### src/rtl/note_recorder.sv
// -----------------------------------------------------------------------------
// note_recorder
//
// Record/playback sequencer for the keyboard. While recording, the live note
// code is captured as (note, duration) events in an internal RAM. Durations are
// counted in ticks of a TICK_DIV-cycle prescaler. On playback the events are
// streamed back on nota_grabada, each held for exactly dur*TICK_DIV cycles and
// with no gap between events.
//
// Ports
//   clk             system clock, rising edge
//   reset           asynchronous, active-high; clears all state (RAM excluded)
//   nota_actual     live note code 0..65 (values above 65 are treated as 0)
//   btn_grabar      1-cycle pulse: start recording
//   btn_reproducir  1-cycle pulse: start playback
//   btn_parar       1-cycle pulse: stop recording/playback
//   nota_grabada    played-back note code, 0 when not playing
//   grabando        high while recording
//   reproduciendo   high while playing
//   lleno           RAM full after the last recording
//   nro_eventos     number of events stored by the last recording
// -----------------------------------------------------------------------------
module note_recorder #(
    parameter int DEPTH    = 64,
    parameter int ADDR_W   = 6,
    parameter int DUR_W    = 8,
    parameter int TICK_DIV = 100000
) (
    input  logic              clk,
    input  logic              reset,
    input  logic [7:0]        nota_actual,
    input  logic              btn_grabar,
    input  logic              btn_reproducir,
    input  logic              btn_parar,
    output logic [7:0]        nota_grabada,
    output logic              grabando,
    output logic              reproduciendo,
    output logic              lleno,
    output logic [ADDR_W:0]   nro_eventos
);

    localparam int                 PRESC_W    = (TICK_DIV > 1) ? $clog2(TICK_DIV) : 1;
    localparam logic [PRESC_W-1:0] PRESC_LAST = PRESC_W'(TICK_DIV - 1);
    localparam logic [DUR_W-1:0]   DUR_MAX    = {DUR_W{1'b1}};
    localparam logic [DUR_W-1:0]   DUR_ONE    = DUR_W'(1);
    localparam logic [ADDR_W:0]    DEPTH_CNT  = (ADDR_W + 1)'(DEPTH);

    typedef enum logic [1:0] {
        S_IDLE,
        S_REC,
        S_PLAY,
        S_FLUSH
    } state_t;

    state_t              state_q, state_d;
    logic [PRESC_W-1:0]  presc_q, presc_d;
    logic [7:0]          open_note_q, open_note_d;
    logic [DUR_W-1:0]    open_dur_q, open_dur_d;
    logic [ADDR_W:0]     nro_q, nro_d;
    logic                lleno_q, lleno_d;
    logic [7:0]          nota_q, nota_d;
    logic                grab_q, grab_d;
    logic                repro_q, repro_d;
    logic                loaded_q, loaded_d;
    logic [ADDR_W-1:0]   fetch_idx_q, fetch_idx_d;
    logic [ADDR_W:0]     left_q, left_d;
    logic [DUR_W-1:0]    dur_left_q, dur_left_d;

    logic [7:0]          note_in;
    logic                tick;
    logic [ADDR_W:0]     nro_inc;
    logic [DUR_W-1:0]    open_dur_inc;
    logic                wr_en;
    logic [ADDR_W-1:0]   wr_addr;
    logic [DUR_W+7:0]    wr_data;
    logic [DUR_W+7:0]    ram_rd_q;
    logic [7:0]          rd_note;
    logic [DUR_W-1:0]    rd_dur;

    // Event RAM: {note, dur} per slot, registered read.
    logic [DUR_W+7:0]    mem [DEPTH];

    assign note_in      = (nota_actual > 8'd65) ? 8'd0 : nota_actual;
    assign tick         = (presc_q == PRESC_LAST);
    assign nro_inc      = nro_q + 1'b1;
    assign open_dur_inc = open_dur_q + 1'b1;
    assign wr_addr      = nro_q[ADDR_W-1:0];
    assign rd_note      = ram_rd_q[DUR_W +: 8];
    assign rd_dur       = ram_rd_q[DUR_W-1:0];

    // The read address is the next-state fetch index, so ram_rd_q always
    // holds the entry at fetch_idx_q: the next event is ready (prefetched)
    // by the time the current one finishes, even for one-cycle events.
    always_ff @(posedge clk) begin
        if (wr_en) begin
            mem[wr_addr] <= wr_data;
        end
        ram_rd_q <= mem[fetch_idx_d];
    end

    always_comb begin
        state_d     = state_q;
        presc_d     = tick ? '0 : presc_q + 1'b1;
        open_note_d = open_note_q;
        open_dur_d  = open_dur_q;
        nro_d       = nro_q;
        lleno_d     = lleno_q;
        nota_d      = nota_q;
        grab_d      = grab_q;
        repro_d     = repro_q;
        loaded_d    = loaded_q;
        fetch_idx_d = fetch_idx_q;
        left_d      = left_q;
        dur_left_d  = dur_left_q;
        wr_en       = 1'b0;
        wr_data     = {open_note_q, open_dur_q};

        case (state_q)
            S_IDLE: begin
                fetch_idx_d = '0;
                if (btn_parar) begin
                    state_d = S_IDLE;
                end else if (btn_grabar) begin
                    state_d     = S_REC;
                    grab_d      = 1'b1;
                    nro_d       = '0;
                    lleno_d     = 1'b0;
                    open_note_d = note_in;
                    open_dur_d  = DUR_ONE;
                    presc_d     = '0;
                end else if (btn_reproducir && (nro_q != '0)) begin
                    state_d  = S_PLAY;
                    repro_d  = 1'b1;
                    loaded_d = 1'b0;
                    left_d   = nro_q;
                    presc_d  = '0;
                end
            end

            S_REC: begin
                if (btn_parar) begin
                    state_d = S_FLUSH;
                    grab_d  = 1'b0;
                end else if (note_in != open_note_q) begin
                    // A note change closes the open event; a tick landing
                    // on the same cycle is not credited to either event.
                    wr_en       = 1'b1;
                    open_note_d = note_in;
                    open_dur_d  = DUR_ONE;
                end else if (tick) begin
                    if (open_dur_inc == DUR_MAX) begin
                        // Saturated: store it and keep the note going in a
                        // fresh event.
                        wr_en      = 1'b1;
                        wr_data    = {open_note_q, DUR_MAX};
                        open_dur_d = DUR_ONE;
                    end else begin
                        open_dur_d = open_dur_inc;
                    end
                end
            end

            S_FLUSH: begin
                wr_en   = !lleno_q;
                state_d = S_IDLE;
                grab_d  = 1'b0;
            end

            S_PLAY: begin
                if (btn_parar) begin
                    state_d = S_IDLE;
                    nota_d  = 8'd0;
                    repro_d = 1'b0;
                end else if (!loaded_q || (tick && (dur_left_q == DUR_ONE))) begin
                    // Event boundary (or the very first load after entry).
                    presc_d = '0;
                    if (left_q == '0) begin
                        state_d = S_IDLE;
                        nota_d  = 8'd0;
                        repro_d = 1'b0;
                    end else begin
                        nota_d      = rd_note;
                        dur_left_d  = rd_dur;
                        left_d      = left_q - 1'b1;
                        fetch_idx_d = fetch_idx_q + 1'b1;
                        loaded_d    = 1'b1;
                    end
                end else if (tick) begin
                    dur_left_d = dur_left_q - 1'b1;
                end
            end

            default: begin
                state_d = S_IDLE;
            end
        endcase

        // Common bookkeeping for any RAM write from REC or FLUSH.
        if (wr_en) begin
            nro_d = nro_inc;
            if (nro_inc == DEPTH_CNT) begin
                lleno_d = 1'b1;
                state_d = S_IDLE;
                grab_d  = 1'b0;
            end
        end
    end

    always_ff @(posedge clk or posedge reset) begin
        if (reset) begin
            state_q     <= S_IDLE;
            presc_q     <= '0;
            open_note_q <= '0;
            open_dur_q  <= '0;
            nro_q       <= '0;
            lleno_q     <= 1'b0;
            nota_q      <= '0;
            grab_q      <= 1'b0;
            repro_q     <= 1'b0;
            loaded_q    <= 1'b0;
            fetch_idx_q <= '0;
            left_q      <= '0;
            dur_left_q  <= '0;
        end else begin
            state_q     <= state_d;
            presc_q     <= presc_d;
            open_note_q <= open_note_d;
            open_dur_q  <= open_dur_d;
            nro_q       <= nro_d;
            lleno_q     <= lleno_d;
            nota_q      <= nota_d;
            grab_q      <= grab_d;
            repro_q     <= repro_d;
            loaded_q    <= loaded_d;
            fetch_idx_q <= fetch_idx_d;
            left_q      <= left_d;
            dur_left_q  <= dur_left_d;
        end
    end

    assign nota_grabada  = nota_q;
    assign grabando      = grab_q;
    assign reproduciendo = repro_q;
    assign lleno         = lleno_q;
    assign nro_eventos   = nro_q;

endmodule

### config.mk
export PLATFORM = sky130hd
export DESIGN_NAME = note_recorder
export DESIGN_NICKNAME = d
export VERILOG_FILES = /design/src/rtl/note_recorder.sv
export SDC_FILE = /design/constraint.sdc
export NUM_CORES = 1
export LEC_CHECK = 0
export BUFFER_PORTS_ARGS = -buffer_cell sky130_fd_sc_hd__buf_2
export CAP_MARGIN = 10
export CORE_ASPECT_RATIO = 1.2
export CORE_MARGIN = 5
export CORE_UTILIZATION = 26
export DETAILED_ROUTE_END_ITERATION = 8
export PLACE_DENSITY = 0.37
export RECOVER_POWER = 50
export SLEW_MARGIN = 20
export SYNTH_ARGS = -nofsm -noshare
export SYNTH_HDL_FRONTEND = slang
export SYNTH_SLANG_ARGS = --single-unit
### constraint.sdc
create_clock -name clk -period 12.95 [get_ports clk]
set_input_delay 0 -clock clk [delete_from_list [all_inputs] [get_ports clk]]
set_output_delay 0 -clock clk [all_outputs]
set_load 0.01 [all_outputs]
==> results of run 1 <==
-- per-stage QoR --
stage	area (µm²)	total power, mW	setup slack, ns	hold slack, ns
global route	52400	10.9	4.10	0.197
CTS	52500	10.5	6.63	0.121
global placement	48400	7.04	6.74	-0.0445
finish	52400	10.4	4.88	0.189
floorplan	45400	6.09	7.65	0.139
detailed placement	48400	7.04	6.64	-0.0420
-- kinds of logic after synthesis --
kind of cell	count (synthesis)	share of synthesized area
buf+inv	266	0.0271
mux	91	0.0201
flops	1115	0.726
xor+xnor	22	0.00424
compound gates	341	0.0496
simple gates	1713	0.171
fa+ha+maj	9	0.00248
-- flip-flops by register name (all words and copies together) (netlist names), 2 cells and up --
register and flops:
state_q 2, nro_eventos 7, fetch_idx_q 6, presc_q 17
open_note_q 8, nota_grabada 8, mem 1024, left_q 7
ram_rd_q 16, open_dur_q 8, dur_left_q 8
-- worst max path at each step --
stage,slack [ns],depth (start not counted),end
after detailed placement,6.64,15,ram_rd_q[15]
after global placement,6.74,15,ram_rd_q[15]
after CTS,6.63,15,ram_rd_q[15]
after global routing,4.10,9,mem[49][3]
after floorplan,7.65,6,mem[0][0]
final,4.88,9,mem[49][3]
-- synth_stat cells (18+ instances only) --
| cell type | number | area share |
|---|---|---|
| sky130_fd_sc_hd__dfrtp_1 | 75 | 0.041 |
| sky130_fd_sc_hd__nor2_1 | 377 | 0.031 |
| sky130_fd_sc_hd__a22oi_1 | 18 | 0.0030 |
| sky130_fd_sc_hd__buf_2 | 104 | 0.011 |
| sky130_fd_sc_hd__buf_4 | 23 | 0.0038 |
| sky130_fd_sc_hd__edfxtp_1 | 1024 | 0.68 |
| sky130_fd_sc_hd__o211ai_1 | 22 | 0.0036 |
| sky130_fd_sc_hd__clkbuf_1 | 85 | 0.0070 |
| sky130_fd_sc_hd__o21ai_0 | 89 | 0.0098 |
| sky130_fd_sc_hd__inv_1 | 28 | 0.0023 |
| sky130_fd_sc_hd__nand3_1 | 163 | 0.018 |
| sky130_fd_sc_hd__mux2i_1 | 89 | 0.020 |
| sky130_fd_sc_hd__buf_1 | 21 | 0.0017 |
| sky130_fd_sc_hd__nand4_1 | 178 | 0.025 |
| sky130_fd_sc_hd__a21oi_1 | 90 | 0.0099 |
| sky130_fd_sc_hd__nand2_1 | 695 | 0.057 |
| sky130_fd_sc_hd__nor3_1 | 198 | 0.022 |
-- power by group through the flow --
stage               clock, mW  sequential, mW  combinational, mW
detailed placement          0            4.44               2.60
global placement            0            4.44               2.60
CTS                      3.54            4.36               2.62
finish                   3.44            4.39               2.54
global route             3.69            4.41               2.80
floorplan                   0            4.43               1.66
-- routing by layer --
metal  GRT usage  part of all wire  up-vias  routed length [µm]
met5           0                 0        -                   0
met4      0.0666             0.040        0                5950
met3      0.0245             0.041      201                6110
met2       0.271              0.48      521               72400
met1       0.207              0.44    14690               65300
li1            -                 -    13214                   -
-- final cells by class --
cell class	instances	area, µm²	share of cell area
multi-input cells	2176	11400	0.218
well taps	2295	2870	0.0548
repair buffers	157	1090	0.0209
flip-flops and latches	1115	33000	0.629
diodes	2	5.00	0.0000955
inverters	31	136	0.00260
clock buffers	151	3190	0.0610
clock inverters	73	679	0.0130
-- worst register-to-register path: cells and delay by family (launching register included) --
family | cells | cell delay, ns
AO/OA/AOI/OAI | 3 | 0.93
buffers and inverters | 2 | 5.17
flip-flops | 1 | 0.33
AND/OR/NAND/NOR | 4 | 0.75
-- cell usage in the layout (no fill, tap or decap), types with 10 or more instances in the layout --
cell type,netlist,routed
sky130_fd_sc_hd__or3_1,12,12
sky130_fd_sc_hd__nor4_2,16,16
sky130_fd_sc_hd__nor3_1,198,196
sky130_fd_sc_hd__buf_4,23,84
sky130_fd_sc_hd__o211ai_1,22,22
sky130_fd_sc_hd__nor4_1,10,10
sky130_fd_sc_hd__dlygate4sd3_1,0,20
sky130_fd_sc_hd__nor2_1,377,331
sky130_fd_sc_hd__clkbuf_16,0,123
sky130_fd_sc_hd__inv_1,28,26
sky130_fd_sc_hd__nor2_4,0,17
sky130_fd_sc_hd__dfxtp_1,16,16
sky130_fd_sc_hd__edfxtp_1,1024,1024
sky130_fd_sc_hd__nand3_1,163,163
sky130_fd_sc_hd__clkbuf_1,85,65
sky130_fd_sc_hd__mux2i_1,89,89
sky130_fd_sc_hd__o21ai_0,89,91
sky130_fd_sc_hd__clkinv_2,0,27
sky130_fd_sc_hd__nand4_1,178,178
sky130_fd_sc_hd__a41o_1,15,15
sky130_fd_sc_hd__xor2_1,12,12
sky130_fd_sc_hd__a21oi_1,90,91
sky130_fd_sc_hd__clkinv_1,0,21
sky130_fd_sc_hd__buf_2,104,12
sky130_fd_sc_hd__dfrtp_1,75,64
sky130_fd_sc_hd__or4_1,15,15
sky130_fd_sc_hd__a31o_2,15,15
sky130_fd_sc_hd__dfrtp_2,0,11
sky130_fd_sc_hd__a22oi_1,18,18
sky130_fd_sc_hd__bufinv_16,0,10
sky130_fd_sc_hd__xnor2_1,10,10
sky130_fd_sc_hd__nor2_2,1,30
sky130_fd_sc_hd__a41oi_1,15,15
sky130_fd_sc_hd__nand2_1,695,695
sky130_fd_sc_hd__a32o_1,16,16
-- repair_timing --
item,in CTS,in global routing
setup endpoints to repair,0,0
hold endpoints to repair,97,0
hold buffers,20,0
setup buffers,0,0
==> flow_summary.toml, run 1 <==
[run_status]
status = "complete, but fails checks"
violations = "max-capacitance violations, max-slew violations"

[worst_setup_path]
timing.reg2reg.worst_path_depth = 9
crit_buf_inv = 2
critPathArrivalTime_ns = 8.05
worst_setup_path_startpoint = "open_note_q[2]"
regToRegStartpoint = "open_note_q[2]"
worst_r2r_endpoint = "mem[49][3]"
r2r_slack_ns = 4.88
cp-end-kind = "flop"
timing.critical_path.from_type = "flop"
cp_slowest_stage_delay_ns = 2.59
cp_data_required_time_ns = 12.93
worst-path-max-fanout = 67
worstPathCellList = "clkbuf_1 > nor2b_1 > o41ai_1 > o41ai_1 > a21oi_1 > nand3_1 > nor2_1 > or2_2 > clkbuf_1"
cpMaxStageDelayCell = "sky130_fd_sc_hd__clkbuf_1"
setup.worst_path.class = "reg2reg"
critical_path.top_delay_family = "buffers and inverters"

[detailed_routing]
detailroute.via_count = 28626
antenna_left = 0
detailedRoute.firstIterationViolations = 1943
routed_wire_length_per_instance_um = 25.0
vias_per_cell = 4.77
detail_route.wirelength_um = 150000
dr.pass1.iters = 8
drc = 0

[grt]
grt_pass1_vias = 28173
global_route_wire_length_before_repair_um = 214000
grt_max_degree = 139
groute.usage.overall = 0.161
grt.overflow.total = 0
grt_antenna_before_repair = 6

[power]
power.share.switching = 0.340
internal_power_mw = 6.84
ir_worst_vdd_mv = 0.144
switchingPower_mw = 3.53
leakage_nw = 17.6
combinationalPowerShare = 0.245
p_seq_frac = 0.424
power_density_nw_per_um2 = 198
power_frac_clock = 0.332

[floorplan]
floorplan.die.width_um = 392
rows = 168
floorplan_die_height_um = 468
initial_utilization = 0.261
die-area_um2 = 183000
top_level_ports = 31
core_area_um2 = 174000

[cells_and_area]
finish.cell_count_without_fillers = 6000
layout.nets = 3623
flow.area_growth_from_synthesis_pct = 15.4
fillers = 17610
post_route_cells_drive_above_1_share = 0.104
final_util = 0.301

[worst_hold_path]
hold_path.class = "in2reg"
worst_hold_path.endpoint = "state_q[0]"
worst_hold_startpoint = "btn_grabar"
holdPathStages = 4

[synthesis]
syn-cell-area_um2 = 45400
synth_edf_count = 1024
avgSynthCellArea_um2 = 12.8
syn_nets = 3579
yosysWarnings = 0
synth_ff_type = "sky130_fd_sc_hd__edfxtp_1"
ys_seq_elements = 1115
seq_area_frac_synth = 0.726
synth_cells = 3557
netlist-cell-type-count = 76
postSynth.asyncResetShare = 0.0673

[clock_tree]
clock_sinks = 1115
cts_inserted_buffers = 120
worst_setup_hold_path_clk_slew_ns = 0.06
cts-resized-gates = 0
clkLatencyLatePin_ns = 0.75
htree_num_levels = 3
cts_tree = "built"
clock-root-buffer = "sky130_fd_sc_hd__clkbuf_16"
cts-root-to-sink-buffers = 3

[sta]
finalSetupTns_ns = 0
max_slew.worst_pin.slew_ns = 4.19
finalWorstPathRequiredPeriod_ns = 8.07
finalMaxSlewViolations = 1123
timing.fmax_mhz = 124
timing.slew.headroom = -1.79
finalHoldViolCount = 0
setup_viol = 0
period_share = 0.623
timing.clock.skew_ns = 0.0306
rsz0062_at_grt = "false"

[placement]
buffer_ports.inserted = 30
place.detailed.hpwl_um = 83200
gp_routability_congestion = 0.752
dp_cells = 5754

[flow_run]
max-cap-violations = 21
Note: power is estimated with default switching activity, not from simulation.
==> run 2, diff against run 1 <==
--- a/config.mk
+++ b/config.mk
@@ -11,7 +11,7 @@
 export CORE_MARGIN = 5
 export CORE_UTILIZATION = 26
 export DETAILED_ROUTE_END_ITERATION = 8
-export PLACE_DENSITY = 0.37
+export PLACE_DENSITY = 0.39
 export RECOVER_POWER = 50
 export SLEW_MARGIN = 20
 export SYNTH_ARGS = -nofsm -noshare
==> constraint.sdc (replaced) <==
create_clock -name clk -period 6.6 [get_ports clk]
set_input_delay 0 -clock clk [delete_from_list [all_inputs] [get_ports clk]]
set_output_delay 0 -clock clk [all_outputs]
set_load 0.01 [all_outputs]
==> flow_summary.toml, run 2 (same netlist as run 1, synthesis figures left out) <==
[worst_setup_path]
cpMaxStageDelayCell = "sky130_fd_sc_hd__o21ai_1"
worst_r2r_endpoint = "mem[49][0]"
crit_path_end = "mem[49][0]"
r2r_slack_ns = 1.29
cp_data_required_time_ns = 7.06
cp_slowest_stage_delay_ns = 2.18
setup.worst_path.class = "reg2reg"
cp-end-kind = "flop"
timing.reg2reg.worst_path_depth = 7
worst_setup_path_startpoint = "open_note_q[6]"
worstPathCellList = "inv_1 > nor4b_1 > a31oi_1 > o31ai_1 > nand3_1 > o21ai_1 > buf_4"
worst-path-max-fanout = 37
regToRegStartpoint = "open_note_q[6]"
timing.critical_path.from_type = "flop"
critPathArrivalTime_ns = 5.77

[placement]
place.detailed.hpwl_um = 86600
gp_routability_congestion = 0.789
dpl-instance-area_um2 = 48700
buffer_ports.inserted = 30

[floorplan]
floorplan_die_height_um = 468
initial_utilization = 0.261
die-area_um2 = 183000
top_level_ports = 31
rows = 168
floorplan.die.width_um = 392
core_area_um2 = 174000

[detailed_routing]
antenna_left = 0
wl_met2_um = 74900
detail_route.wirelength.met1_um = 67100
detailedRoute.firstIterationViolations = 2230
vias_per_cell = 4.80
topRoutingLayerUsed = "met4"
dr.pass1.iters = 5
detail_route.wirelength_um = 151000
drc = 0
routed-wl-met3_um = 6150
detailroute.via_count = 28887
routed_wire_length_per_instance_um = 25.0

[power]
power_density_nw_per_um2 = 386
leakage_nw = 17.6
ir_worst_vdd_mv = 0.420

[sta]
finalHoldViolCount = 0
max_slew.worst_pin.slew_ns = 4.44
setup_viol = 0
finalMaxSlewViolations = 793
timing.clock.skew_ns = 0.0415
finalWorstPathRequiredPeriod_ns = 5.31
finalSetupTns_ns = 0
timing.fmax_mhz = 188
period_share = 0.805
timing.slew.headroom = -1.96
hold_slack_ns = 0.172
rsz0062_at_grt = "false"

[cells_and_area]
flow.area_growth_from_synthesis_pct = 15.3
layout.nets = 3638
largest_registers = "mem (1024), presc_q (17), ram_rd_q (16)"
largest_register_by_flop_count = "mem"
final_design_area_no_fill_um2 = 52400
mostFrequentLayoutCell = "sky130_fd_sc_hd__edfxtp_1"
post_route_cells_drive_above_1_share = 0.101
largest_register_ffs = 1024
most_frequent_cells_in_the_layout = "1024 x sky130_fd_sc_hd__edfxtp_1, 695 x sky130_fd_sc_hd__nand2_1, 336 x sky130_fd_sc_hd__nor2_1, 196 x sky130_fd_sc_hd__nor3_1, 178 x sky130_fd_sc_hd__nand4_1"

[clock_tree]
htree_num_levels = 3
cts_inserted_buffers = 117
clkLatencyLatePin_ns = 0.76
cts-root-to-sink-buffers = 3
cts-resized-gates = 0
clock_sinks = 1115
clock-root-buffer = "sky130_fd_sc_hd__clkbuf_16"
cts_tree = "built"
post_cts_repair_setup_buffers = 0
worst_setup_hold_path_clk_slew_ns = 0.06

[grt]
groute.usage.overall = 0.161
grt_pass1_vias = 28206
grt_max_degree = 118
grt.overflow.total = 0
global_route_wire_length_before_repair_um = 215000
grt_antenna_before_repair = 7

[flow_run]
max-cap-violations = 15

[worst_hold_path]
holdPathStages = 4
hold_path.class = "in2reg"

[run_status]
violations = "max-capacitance violations, max-slew violations"
status = "complete, but fails checks"
==> run 2: cell types whose count changed in the layout (fill, tap and decap cells not counted), moves of 5 or more <==
cell / previous run / this run
sky130_fd_sc_hd__clkbuf_1: 65 / 72
sky130_fd_sc_hd__nor2_4: 17 / 11
sky130_fd_sc_hd__buf_12: 3 / 12
sky130_fd_sc_hd__clkinv_2: 27 / 19
sky130_fd_sc_hd__clkinv_4: 5 / 0
sky130_fd_sc_hd__clkinv_1: 21 / 27
sky130_fd_sc_hd__buf_4: 84 / 97
sky130_fd_sc_hd__nor2_1: 331 / 336
==> run 2: worst min path at each step <==
stage / startpoint / endpoint / slack [ns]
final: btn_grabar / state_q[0] / 0.17
after global placement: nota_actual[0] / open_note_q[0] / 0.29
after floorplan: nota_actual[0] / open_note_q[0] / 0.14
after CTS: btn_grabar / state_q[0] / 0.1
after detailed placement: nota_actual[0] / open_note_q[0] / 0.30
after global routing: btn_grabar / state_q[0] / 0.18
==> run 2: power by group <==
part / internal [mW] / leakage, nW / switching [mW] / total [mW]
registers: 8.30 / 10.6 / 0.335 / 8.63
logic: 1.35 / 5.29 / 3.79 / 5.14
clock network: 3.60 / 1.77 / 2.81 / 6.41
total: 13.2 / 17.6 / 6.94 / 20.2
==> run 2: critical path, delay by kind of cell, from the launching register on <==
kind            cells  cell delay (ns)
flops               1             0.98
buf+inv             2             0.90
compound gates      3             2.54
simple gates        2             0.55
==> run 2: layout make-up <==
cell class                      count  area, µm²
Timing Repair Buffer              175       1350
Clock inverter                     56        432
Tap cell                         2295       2870
Antenna cell                        4       10.0
Inverter                           31        136
Sequential cell                  1115      33000
Fill cell                       17546     122000
Clock buffer                      161       3200
Multi-Input combinational cell   2176      11400
==> run 2: per-stage QoR <==
step	total power, mW	setup slack (ns)	util	instances
after detailed placement	14.0	1.69	0.279	5773
after floorplan	12.0	1.30	-	3557
final	20.2	1.29	0.300	6013
after CTS	20.5	1.61	0.301	6009
after global placement	14.0	1.71	0.279	5773
after global routing	21.2	0.856	0.300	6010
==> run 2: routing by layer <==
layer,up-vias,global-route usage
met3,146,0.0189
met5,-,0
met4,0,0.0368
met2,604,0.276
met1,14880,0.218
li1,13257,-
==> run 2: timing repair <==
action                                  in CTS  in global routing
hold endpoints to repair                    96                  0
endpoints found under the setup margin       0                  0
hold buffers                                19                  0
